===== config.mk =====
export PLATFORM = sky130hd
export DESIGN_NAME = leaf_stream_bridge_flat
export DESIGN_NICKNAME = d
export VERILOG_FILES = /design/src/rtl/leaf_stream_bridge_if.sv /design/src/rtl/leaf_stream_bridge.sv /design/src/flat_wrapper.sv
export SDC_FILE = /design/constraint.sdc
export NUM_CORES = 2
export LEC_CHECK = 0
export ABC_AREA = 0
export CAP_MARGIN = 0
export CELL_PAD_IN_SITES_DETAIL_PLACEMENT = 1
export CELL_PAD_IN_SITES_GLOBAL_PLACEMENT = 2
export CORE_MARGIN = 3
export CORE_UTILIZATION = 51
export CTS_BUF_LIST = sky130_fd_sc_hd__clkbuf_16
export DETAILED_ROUTE_END_ITERATION = 10
export DONT_BUFFER_PORTS = 1
export PLACE_DENSITY = 0.88
export SYNTH_ARGS = -nofsm -noshare
export SYNTH_HDL_FRONTEND = slang
export SYNTH_HIERARCHICAL = 1
export SYNTH_SLANG_ARGS = --single-unit

===== constraint.sdc =====
create_clock -name clk -period 4.5 [get_ports clk]
set_input_delay 0.675 -clock clk [delete_from_list [all_inputs] [get_ports clk]]
set_output_delay 0.675 -clock clk [all_outputs]
set_load 0.01 [all_outputs]

===== src/rtl/leaf_stream_bridge_if.sv =====
// leaf_stream_bridge_if
//   Groups every per-channel handshake bus of the leaf stream bridge.
//   The bridge connects through the slave modport; the leaf interface
//   plus HLS kernel environment (or a testbench) uses the master modport.
//
//   Leaf interface -> bridge : dout_leaf_interface2user, vld_interface2user,
//                              ack_user2interface (ready back to interface)
//   Bridge -> leaf interface : din_leaf_user2interface, vld_user2interface,
//                              ack_interface2user (ready from interface)
//   Bridge -> kernel inputs  : Input_TDATA, Input_TVALID, Input_TLAST,
//                              Input_TREADY (from kernel)
//   Kernel outputs -> bridge : Output_TDATA, Output_TVALID,
//                              Output_TREADY (to kernel)
//   Channel i of a data bus sits at [i*PAYLOAD_BITS +: PAYLOAD_BITS].
interface leaf_stream_bridge_if #(
  parameter int NUM_IN_PORTS  = 2,
  parameter int NUM_OUT_PORTS = 2,
  parameter int PAYLOAD_BITS  = 32
);
  logic [NUM_IN_PORTS*PAYLOAD_BITS-1:0]  dout_leaf_interface2user;
  logic [NUM_IN_PORTS-1:0]               vld_interface2user;
  logic [NUM_IN_PORTS-1:0]               ack_user2interface;

  logic [NUM_OUT_PORTS*PAYLOAD_BITS-1:0] din_leaf_user2interface;
  logic [NUM_OUT_PORTS-1:0]              vld_user2interface;
  logic [NUM_OUT_PORTS-1:0]              ack_interface2user;

  logic [NUM_IN_PORTS*PAYLOAD_BITS-1:0]  Input_TDATA;
  logic [NUM_IN_PORTS-1:0]               Input_TVALID;
  logic [NUM_IN_PORTS-1:0]               Input_TLAST;
  logic [NUM_IN_PORTS-1:0]               Input_TREADY;

  logic [NUM_OUT_PORTS*PAYLOAD_BITS-1:0] Output_TDATA;
  logic [NUM_OUT_PORTS-1:0]              Output_TVALID;
  logic [NUM_OUT_PORTS-1:0]              Output_TREADY;

  modport master (
    output dout_leaf_interface2user, vld_interface2user, ack_interface2user,
    output Input_TREADY, Output_TDATA, Output_TVALID,
    input  ack_user2interface, din_leaf_user2interface, vld_user2interface,
    input  Input_TDATA, Input_TVALID, Input_TLAST, Output_TREADY
  );

  modport slave (
    input  dout_leaf_interface2user, vld_interface2user, ack_interface2user,
    input  Input_TREADY, Output_TDATA, Output_TVALID,
    output ack_user2interface, din_leaf_user2interface, vld_user2interface,
    output Input_TDATA, Input_TVALID, Input_TLAST, Output_TREADY
  );
endinterface


===== src/rtl/leaf_stream_bridge.sv =====
// leaf_stream_bridge
//   Bridges the user side of a BFT leaf interface to the AXI-stream ports
//   of an HLS kernel. Every input and output channel has its own
//   first-word-fall-through FIFO, so interface and kernel back-pressure are
//   decoupled. Kernel input channels get TLAST framing from frame_len.
//
//   Ports:
//     clk        - single rising-edge clock
//     ap_rst_n   - asynchronous active-low reset
//     flush      - synchronous clear of all FIFOs and frame counters
//     frame_len  - words per frame on kernel inputs, 0 disables TLAST
//     bus        - handshake buses (leaf_stream_bridge_if, slave modport)
//     in_level   - occupancy of each input FIFO, CNT_BITS per channel
//     out_level  - occupancy of each output FIFO, CNT_BITS per channel

// leaf_stream_fifo
//   FWFT FIFO with registered count. Ports: wr_* producer side,
//   rd_* consumer side, level = current occupancy.
module leaf_stream_fifo #(
  parameter int WIDTH    = 32,
  parameter int DEPTH    = 16,
  parameter int CNT_BITS = $clog2(DEPTH) + 1
) (
  input  logic                clk,
  input  logic                ap_rst_n,
  input  logic                flush,
  input  logic                rst_done,
  input  logic [WIDTH-1:0]    wr_data,
  input  logic                wr_valid,
  output logic                wr_ready,
  output logic [WIDTH-1:0]    rd_data,
  output logic                rd_valid,
  input  logic                rd_ready,
  output logic [CNT_BITS-1:0] level
);
  localparam int AW = $clog2(DEPTH);

  logic [WIDTH-1:0]    mem [DEPTH];
  logic [AW-1:0]       wr_ptr;
  logic [AW-1:0]       rd_ptr;
  logic [CNT_BITS-1:0] count;
  logic                full;
  logic                push;
  logic                pop;

  // Full comes from the registered count only, so a full FIFO refuses a
  // word even when a pop happens in the same cycle; this keeps ready free
  // of any combinational path from the consumer's ready.
  assign full     = (count == CNT_BITS'(DEPTH));
  assign wr_ready = rst_done & ~full & ~flush;
  assign rd_valid = (count != '0);
  assign push     = wr_valid & wr_ready;
  assign pop      = rd_valid & rd_ready;
  assign rd_data  = mem[rd_ptr];
  assign level    = count;

  // Storage is deliberately left out of reset; only pointers and count
  // decide what is visible.
  always_ff @(posedge clk) begin
    if (push) begin
      mem[wr_ptr] <= wr_data;
    end
  end

  // Flush discards any pop in the same cycle (push is already blocked
  // because ready is low while flush is high).
  always_ff @(posedge clk or negedge ap_rst_n) begin
    if (!ap_rst_n) begin
      wr_ptr <= '0;
      rd_ptr <= '0;
      count  <= '0;
    end else if (flush) begin
      wr_ptr <= '0;
      rd_ptr <= '0;
      count  <= '0;
    end else begin
      if (push) begin
        wr_ptr <= wr_ptr + 1'b1;
      end
      if (pop) begin
        rd_ptr <= rd_ptr + 1'b1;
      end
      if (push && !pop) begin
        count <= count + 1'b1;
      end else if (pop && !push) begin
        count <= count - 1'b1;
      end
    end
  end
endmodule

module leaf_stream_bridge #(
  parameter int NUM_IN_PORTS  = 2,
  parameter int NUM_OUT_PORTS = 2,
  parameter int PAYLOAD_BITS  = 32,
  parameter int FIFO_DEPTH    = 16,
  parameter int CNT_BITS      = $clog2(FIFO_DEPTH) + 1
) (
  input  logic                              clk,
  input  logic                              ap_rst_n,
  input  logic                              flush,
  input  logic [15:0]                       frame_len,
  leaf_stream_bridge_if.slave               bus,
  output logic [NUM_IN_PORTS*CNT_BITS-1:0]  in_level,
  output logic [NUM_OUT_PORTS*CNT_BITS-1:0] out_level
);
  logic rst_done;

  // Holds every ready low until the first edge after reset release.
  always_ff @(posedge clk or negedge ap_rst_n) begin
    if (!ap_rst_n) begin
      rst_done <= 1'b0;
    end else begin
      rst_done <= 1'b1;
    end
  end

  for (genvar i = 0; i < NUM_IN_PORTS; i++) begin : g_in
    logic [PAYLOAD_BITS-1:0] rd_data;
    logic                    rd_valid;
    logic                    wr_ready;
    logic [CNT_BITS-1:0]     level;
    logic [15:0]             wcnt;
    logic                    tlast;
    logic                    pop;

    leaf_stream_fifo #(
      .WIDTH    (PAYLOAD_BITS),
      .DEPTH    (FIFO_DEPTH),
      .CNT_BITS (CNT_BITS)
    ) u_fifo (
      .clk      (clk),
      .ap_rst_n (ap_rst_n),
      .flush    (flush),
      .rst_done (rst_done),
      .wr_data  (bus.dout_leaf_interface2user[i*PAYLOAD_BITS +: PAYLOAD_BITS]),
      .wr_valid (bus.vld_interface2user[i]),
      .wr_ready (wr_ready),
      .rd_data  (rd_data),
      .rd_valid (rd_valid),
      .rd_ready (bus.Input_TREADY[i]),
      .level    (level)
    );

    // An exact match is required, so a mid-frame shrink of frame_len
    // below wcnt suppresses TLAST until wcnt wraps through 65535.
    assign tlast = rd_valid & (frame_len != 16'd0) & (wcnt == frame_len - 16'd1);
    assign pop   = rd_valid & bus.Input_TREADY[i];

    assign bus.ack_user2interface[i]                          = wr_ready;
    assign bus.Input_TDATA[i*PAYLOAD_BITS +: PAYLOAD_BITS]    = rd_data;
    assign bus.Input_TVALID[i]                                = rd_valid;
    assign bus.Input_TLAST[i]                                 = tlast;
    assign in_level[i*CNT_BITS +: CNT_BITS]                   = level;

    always_ff @(posedge clk or negedge ap_rst_n) begin
      if (!ap_rst_n) begin
        wcnt <= '0;
      end else if (flush) begin
        wcnt <= '0;
      end else if (pop) begin
        wcnt <= tlast ? 16'd0 : wcnt + 16'd1;
      end
    end
  end

  for (genvar j = 0; j < NUM_OUT_PORTS; j++) begin : g_out
    logic [PAYLOAD_BITS-1:0] rd_data;
    logic                    rd_valid;
    logic                    wr_ready;
    logic [CNT_BITS-1:0]     level;

    leaf_stream_fifo #(
      .WIDTH    (PAYLOAD_BITS),
      .DEPTH    (FIFO_DEPTH),
      .CNT_BITS (CNT_BITS)
    ) u_fifo (
      .clk      (clk),
      .ap_rst_n (ap_rst_n),
      .flush    (flush),
      .rst_done (rst_done),
      .wr_data  (bus.Output_TDATA[j*PAYLOAD_BITS +: PAYLOAD_BITS]),
      .wr_valid (bus.Output_TVALID[j]),
      .wr_ready (wr_ready),
      .rd_data  (rd_data),
      .rd_valid (rd_valid),
      .rd_ready (bus.ack_interface2user[j]),
      .level    (level)
    );

    assign bus.Output_TREADY[j]                                     = wr_ready;
    assign bus.din_leaf_user2interface[j*PAYLOAD_BITS +: PAYLOAD_BITS] = rd_data;
    assign bus.vld_user2interface[j]                                = rd_valid;
    assign out_level[j*CNT_BITS +: CNT_BITS]                        = level;
  end
endmodule


===== src/flat_wrapper.sv =====
// flat-port wrapper written by rule: the top's interface ports become plain ports
module leaf_stream_bridge_flat 
#(
  parameter int NUM_IN_PORTS  = 2,
  parameter int NUM_OUT_PORTS = 2,
  parameter int PAYLOAD_BITS  = 32,
  parameter int FIFO_DEPTH    = 16,
  parameter int CNT_BITS      = $clog2(FIFO_DEPTH) + 1
)
  (clk, ap_rst_n, flush, frame_len, in_level, out_level, bus_dout_leaf_interface2user, bus_vld_interface2user, bus_ack_interface2user, bus_Input_TREADY, bus_Output_TDATA, bus_Output_TVALID, bus_ack_user2interface, bus_din_leaf_user2interface, bus_vld_user2interface, bus_Input_TDATA, bus_Input_TVALID, bus_Input_TLAST, bus_Output_TREADY);
  leaf_stream_bridge_if #(.NUM_IN_PORTS(NUM_IN_PORTS), .NUM_OUT_PORTS(NUM_OUT_PORTS), .PAYLOAD_BITS(PAYLOAD_BITS)) bus_i ();
  input  logic clk;
  input  logic ap_rst_n;
  input  logic flush;
  input  logic [15:0] frame_len;
  output logic [NUM_IN_PORTS*CNT_BITS-1:0] in_level;
  output logic [NUM_OUT_PORTS*CNT_BITS-1:0] out_level;
  input wire logic [$bits(bus_i.dout_leaf_interface2user)-1:0] bus_dout_leaf_interface2user;
  input wire logic [$bits(bus_i.vld_interface2user)-1:0] bus_vld_interface2user;
  input wire logic [$bits(bus_i.ack_interface2user)-1:0] bus_ack_interface2user;
  input wire logic [$bits(bus_i.Input_TREADY)-1:0] bus_Input_TREADY;
  input wire logic [$bits(bus_i.Output_TDATA)-1:0] bus_Output_TDATA;
  input wire logic [$bits(bus_i.Output_TVALID)-1:0] bus_Output_TVALID;
  output wire logic [$bits(bus_i.ack_user2interface)-1:0] bus_ack_user2interface;
  output wire logic [$bits(bus_i.din_leaf_user2interface)-1:0] bus_din_leaf_user2interface;
  output wire logic [$bits(bus_i.vld_user2interface)-1:0] bus_vld_user2interface;
  output wire logic [$bits(bus_i.Input_TDATA)-1:0] bus_Input_TDATA;
  output wire logic [$bits(bus_i.Input_TVALID)-1:0] bus_Input_TVALID;
  output wire logic [$bits(bus_i.Input_TLAST)-1:0] bus_Input_TLAST;
  output wire logic [$bits(bus_i.Output_TREADY)-1:0] bus_Output_TREADY;
  assign bus_i.dout_leaf_interface2user = bus_dout_leaf_interface2user;
  assign bus_i.vld_interface2user = bus_vld_interface2user;
  assign bus_i.ack_interface2user = bus_ack_interface2user;
  assign bus_i.Input_TREADY = bus_Input_TREADY;
  assign bus_i.Output_TDATA = bus_Output_TDATA;
  assign bus_i.Output_TVALID = bus_Output_TVALID;
  assign bus_ack_user2interface = bus_i.ack_user2interface;
  assign bus_din_leaf_user2interface = bus_i.din_leaf_user2interface;
  assign bus_vld_user2interface = bus_i.vld_user2interface;
  assign bus_Input_TDATA = bus_i.Input_TDATA;
  assign bus_Input_TVALID = bus_i.Input_TVALID;
  assign bus_Input_TLAST = bus_i.Input_TLAST;
  assign bus_Output_TREADY = bus_i.Output_TREADY;
  leaf_stream_bridge #(.NUM_IN_PORTS(NUM_IN_PORTS), .NUM_OUT_PORTS(NUM_OUT_PORTS), .PAYLOAD_BITS(PAYLOAD_BITS), .FIFO_DEPTH(FIFO_DEPTH), .CNT_BITS(CNT_BITS)) u_core (.clk(clk), .ap_rst_n(ap_rst_n), .flush(flush), .frame_len(frame_len), .bus(bus_i), .in_level(in_level), .out_level(out_level));
endmodule

==> results.md <==
- RSZ-0062 raised after global routing: false
- WL/cell: 34.77 µm
- Root Buffer: clkbuf_16
- Seq/Total Area, Yosys: 75.96%
- Via Count: 39800
- Top-count cell post-synth: edfxtp_1
- Syn_area_per_cell: 23.25 µm²
- Die X: 411.3 µm
- Post-CTS Setup Bufs: 0
- Net Sw Power: 12560 µW
- Hold Path Origin: bus_Input_TREADY[1]
- Combinational Power Share: 18.1%
- Synth async-reset ratio: 3.985%
- Synth area leaders: edfxtp_1, mux4_2, dfrtp_1
- Relative slew margins: 19.39%
- Synth cell types: 66
- H-tree level count: 4
- Cell count after synthesis: 3602
- Final Instance Area: 0.09464 mm²
- Global Route met1 Usage: 33.62%
- CP max stage cell: dfrtp_2
- WL final: 216500 µm
- Worst EP required: 3.83 ns
- Clock Latency Late Sink: 0.84 ns
- Reg power frac: 46.7%
- Setup crit end kind: output port
- Cell count of the worst hold path: 2
- DP Area: 0.08651 mm²
- Mapped Area: 0.08376 mm²
- Antenna Nets Post-Route: 0
- Layout cells sized above 1: 29.29%
- Clock share of power: 35.1%
- FF+latch count, synth: 2133
- Number of remaining DRC errors: 0
- Worst slew pin tran: 1.209 ns
- CTS Buf Count: 205
- GP Congestion: 0.7773
- CP most frequent cell: buf_4
- CTS sink cnt: 2133
- Peak supply drop: 0.4568 mV
- Clock skew: 0.04124 ns
- Die Area: 0.1691 mm²
- Slew Limit Fails: 0
- Clock Path Buffers: 3
- # port buffers: 0
- Initial Util: 51.40%
- Layout Area Growth over Synthesis: 12.99%
- Maximum net fanout on the critical path: 6
- Fin crit period: 4.165 ns
- Commonest cells in the netlist: edfxtp_1, mux4_2, clkbuf_1, dfrtp_1, nand2_1
- Fmax: 240.1 MHz
- WS Path Type: reg2out
- Syn Nets: 3801
- DRT iter0 DRCs: 5488
- Post-synth EDFFs: 2048
- Prevailing post-synth register cell: edfxtp_1
- GR Util met3: 7.210%
- Hold Crit Class: in2reg
- Max incr delay on CP: 0.55 ns
- Die H: 411.3 µm
- Ports: 313
- Global-route wire length before repair: 313800 µm
- Total Routing Usage GR: 25.98%
- Largest net degree at the start of global routing: 86
- Int Power: 36150 µW
- Synth top area share: 73.42%
- Worst reg2reg path startpoint: u_core/g_out[1].u_fifo/level[1]$_DFFE_PN0P_
- CP Launch Type: flop
- GR Util met2: 42.63%
- Crit path launch: u_core/g_in[1].u_fifo/level[0]$_DFFE_PN0P_
- Status: finished clean
- Vias per std cell: 6.391
- Most Used Layer, Global Route: met2
- YS warnings: 6
- Pwr Total: 48710 µW
- Grt ovf: 0
- Dominant cell type by area after synthesis: edfxtp_1
- CTS clk-pin slew, worst paths: 0.06 ns
- Period Utilization, post-route: 92.56%
- Max-Cap Viols: 0
- Cells along the critical path: nor4_4 -> nand2b_1 -> buf_4 -> nand3_1 -> or3_1 -> a2111oi_4 -> o2111ai_2 -> nor3_2 -> buf_4 -> buf_4
- Nets: 4066
- Setup Viol. Count Final: 0
- First-pass iteration count of the detailed router: 5
- Register-to-Register Path Depth: 9
- Core ar.: 0.1630 mm²
- Arrival time at the worst endpoint: 3.49 ns
- Placement Rows: 148
- Final HPWL DP: 118300 µm
- Leak Pwr: 0.02942 µW
- Hold Violations, Final: 0
- Initial antenna violation count: 17
- Power Density: 514.6 mW/mm²
- Sw Ratio: 25.79%
- Setup TNS Final: 0 ns
- TritonCTS clock tree: yes
- Vias in the first global route: 42430
==> critical path: cells and delay by family, from the launching register on <==
kind	cells	cell delay, ns
AO/OA/AOI/OAI	2	0.58
flip-flops	1	0.55
AND/OR/NAND/NOR	5	1.06
buffers and inverters	3	0.49
==> cells by family after synthesis <==
group	synth area share, %
adder cells (fa/ha/maj)	0.6931
flip-flops	75.96
multiplexers	17.44
XOR/XNOR	0.9157
AND/OR/NAND/NOR	2.542
buffers and inverters	1.456
other	0.004477
AO/OA/AOI/OAI	0.9904
==> registers in the layout, indices dropped and copies added (netlist names) <==
name and flops:
u_core/g_out.u_fifo/mem 1024, u_core/g_in.wcnt 32, u_core/g_out.u_fifo/level 10, u_core/g_in.u_fifo/mem 1024, u_core/g_in.u_fifo/wr_ptr 8, u_core/g_in.u_fifo/level 10, u_core/rst_done 1, u_core/g_out.u_fifo/wr_ptr 8
u_core/g_in.u_fifo/rd_ptr 8, u_core/g_out.u_fifo/rd_ptr 8
==> cells in the final DEF, fill, tap and decap left out, types with 8 or more instances in the layout <==
| cell | count |
|---|---|
| and3_1 | 12 |
| mux2_2 | 9 |
| clkinv_1 | 47 |
| nand2b_1 | 20 |
| o21ai_1 | 10 |
| and3_2 | 16 |
| edfxtp_1 | 2048 |
| clkinv_2 | 31 |
| dfrtp_2 | 13 |
| mux2i_1 | 9 |
| or3_1 | 13 |
| xnor2_1 | 35 |
| dfrtp_4 | 8 |
| and4_2 | 16 |
| nor2_2 | 15 |
| a22o_1 | 8 |
| ha_1 | 40 |
| xor2_1 | 50 |
| buf_4 | 99 |
| nor3_1 | 27 |
| o21ai_0 | 11 |
| buf_12 | 16 |
| clkbuf_16 | 208 |
| and2_2 | 32 |
| diode_2 | 13 |
| nand3_1 | 35 |
| mux4_2 | 640 |
| nor2_1 | 49 |
| dlygate4sd3_1 | 134 |
| inv_1 | 61 |
| nand4_1 | 17 |
| a21o_1 | 13 |
| nand2_1 | 58 |
| bufinv_16 | 20 |
| a211o_1 | 10 |
| dfrtp_1 | 64 |
| a21oi_1 | 28 |
| nor4_1 | 9 |
==> per-stage QoR <==
step                      instances  setup slack [ns]  hold slack [ns]  utilization [%]
final                          6227            0.3346          0.07696            58.08
after global routing           6221            0.1240          0.02889            58.07
after CTS                      6214           0.01511         0.002521            58.06
after detailed placement       5699            0.3000           0.3831            53.09
after global placement         5699            0.3185           0.3823            53.09
after floorplan                3602            0.9118           0.3794                -
==> power by group through the flow <==
stage	combinational (µW)	clock (µW)	sequential [µW]
floorplan	7210	0	22600
global placement	8140	0	23200
detailed placement	8340	0	23200
CTS	8900	17400	22800
global route	9370	18200	22800
finish	8820	17100	22800
==> layer usage <==
| metal | vias to the layer above | part of all wire (%) |
|---|---|---|
| met4 | 10 | 3.5 |
| met2 | 2143 | 51 |
| met3 | 415 | 9.5 |
| met1 | 21350 | 36 |
| met5 | - | 0.029 |
| li1 | 15880 | - |
==> layout make-up <==
| class | instances | area, µm² |
|---|---|---|
| inverters | 16 | 60.06 |
| diodes | 13 | 32.53 |
| well taps | 2175 | 2721 |
| flip-flops and latches | 2133 | 63670 |
| fillers | 13430 | 68310 |
| repair buffers | 251 | 2460 |
| clock inverters | 171 | 1485 |
| multi-input cells | 1260 | 19010 |
| clock buffers | 208 | 5205 |
==> worst paths after layout <==
path | endpoint | slack, ns
worst max-delay path | bus_Input_TLAST[1] | 0.33
max in group asynchronous | u_core/g_in[0].u_fifo/rd_ptr[0]$_DFFE_PN0P_ | 3.47
worst min register to register | u_core/g_in[1].wcnt[15]$_DFFE_PN0P_ | 0.59
worst min-delay path | u_core/g_in[1].u_fifo/level[1]$_DFFE_PN0P_ | 0.08
min in group asynchronous | u_core/g_out[1].u_fifo/level[0]$_DFFE_PN0P_ | 0.37
worst max register to register | u_core/g_out[1].u_fifo/level[4]$_DFFE_PN0P_ | 0.96
==> what timing repair did <==
item	in CTS	in global routing
hold endpoints to repair	2177	0
hold buffers	136	0
setup endpoints to repair	1	1
resized for setup	3	3
Note: power is estimated with default switching activity, not from simulation.
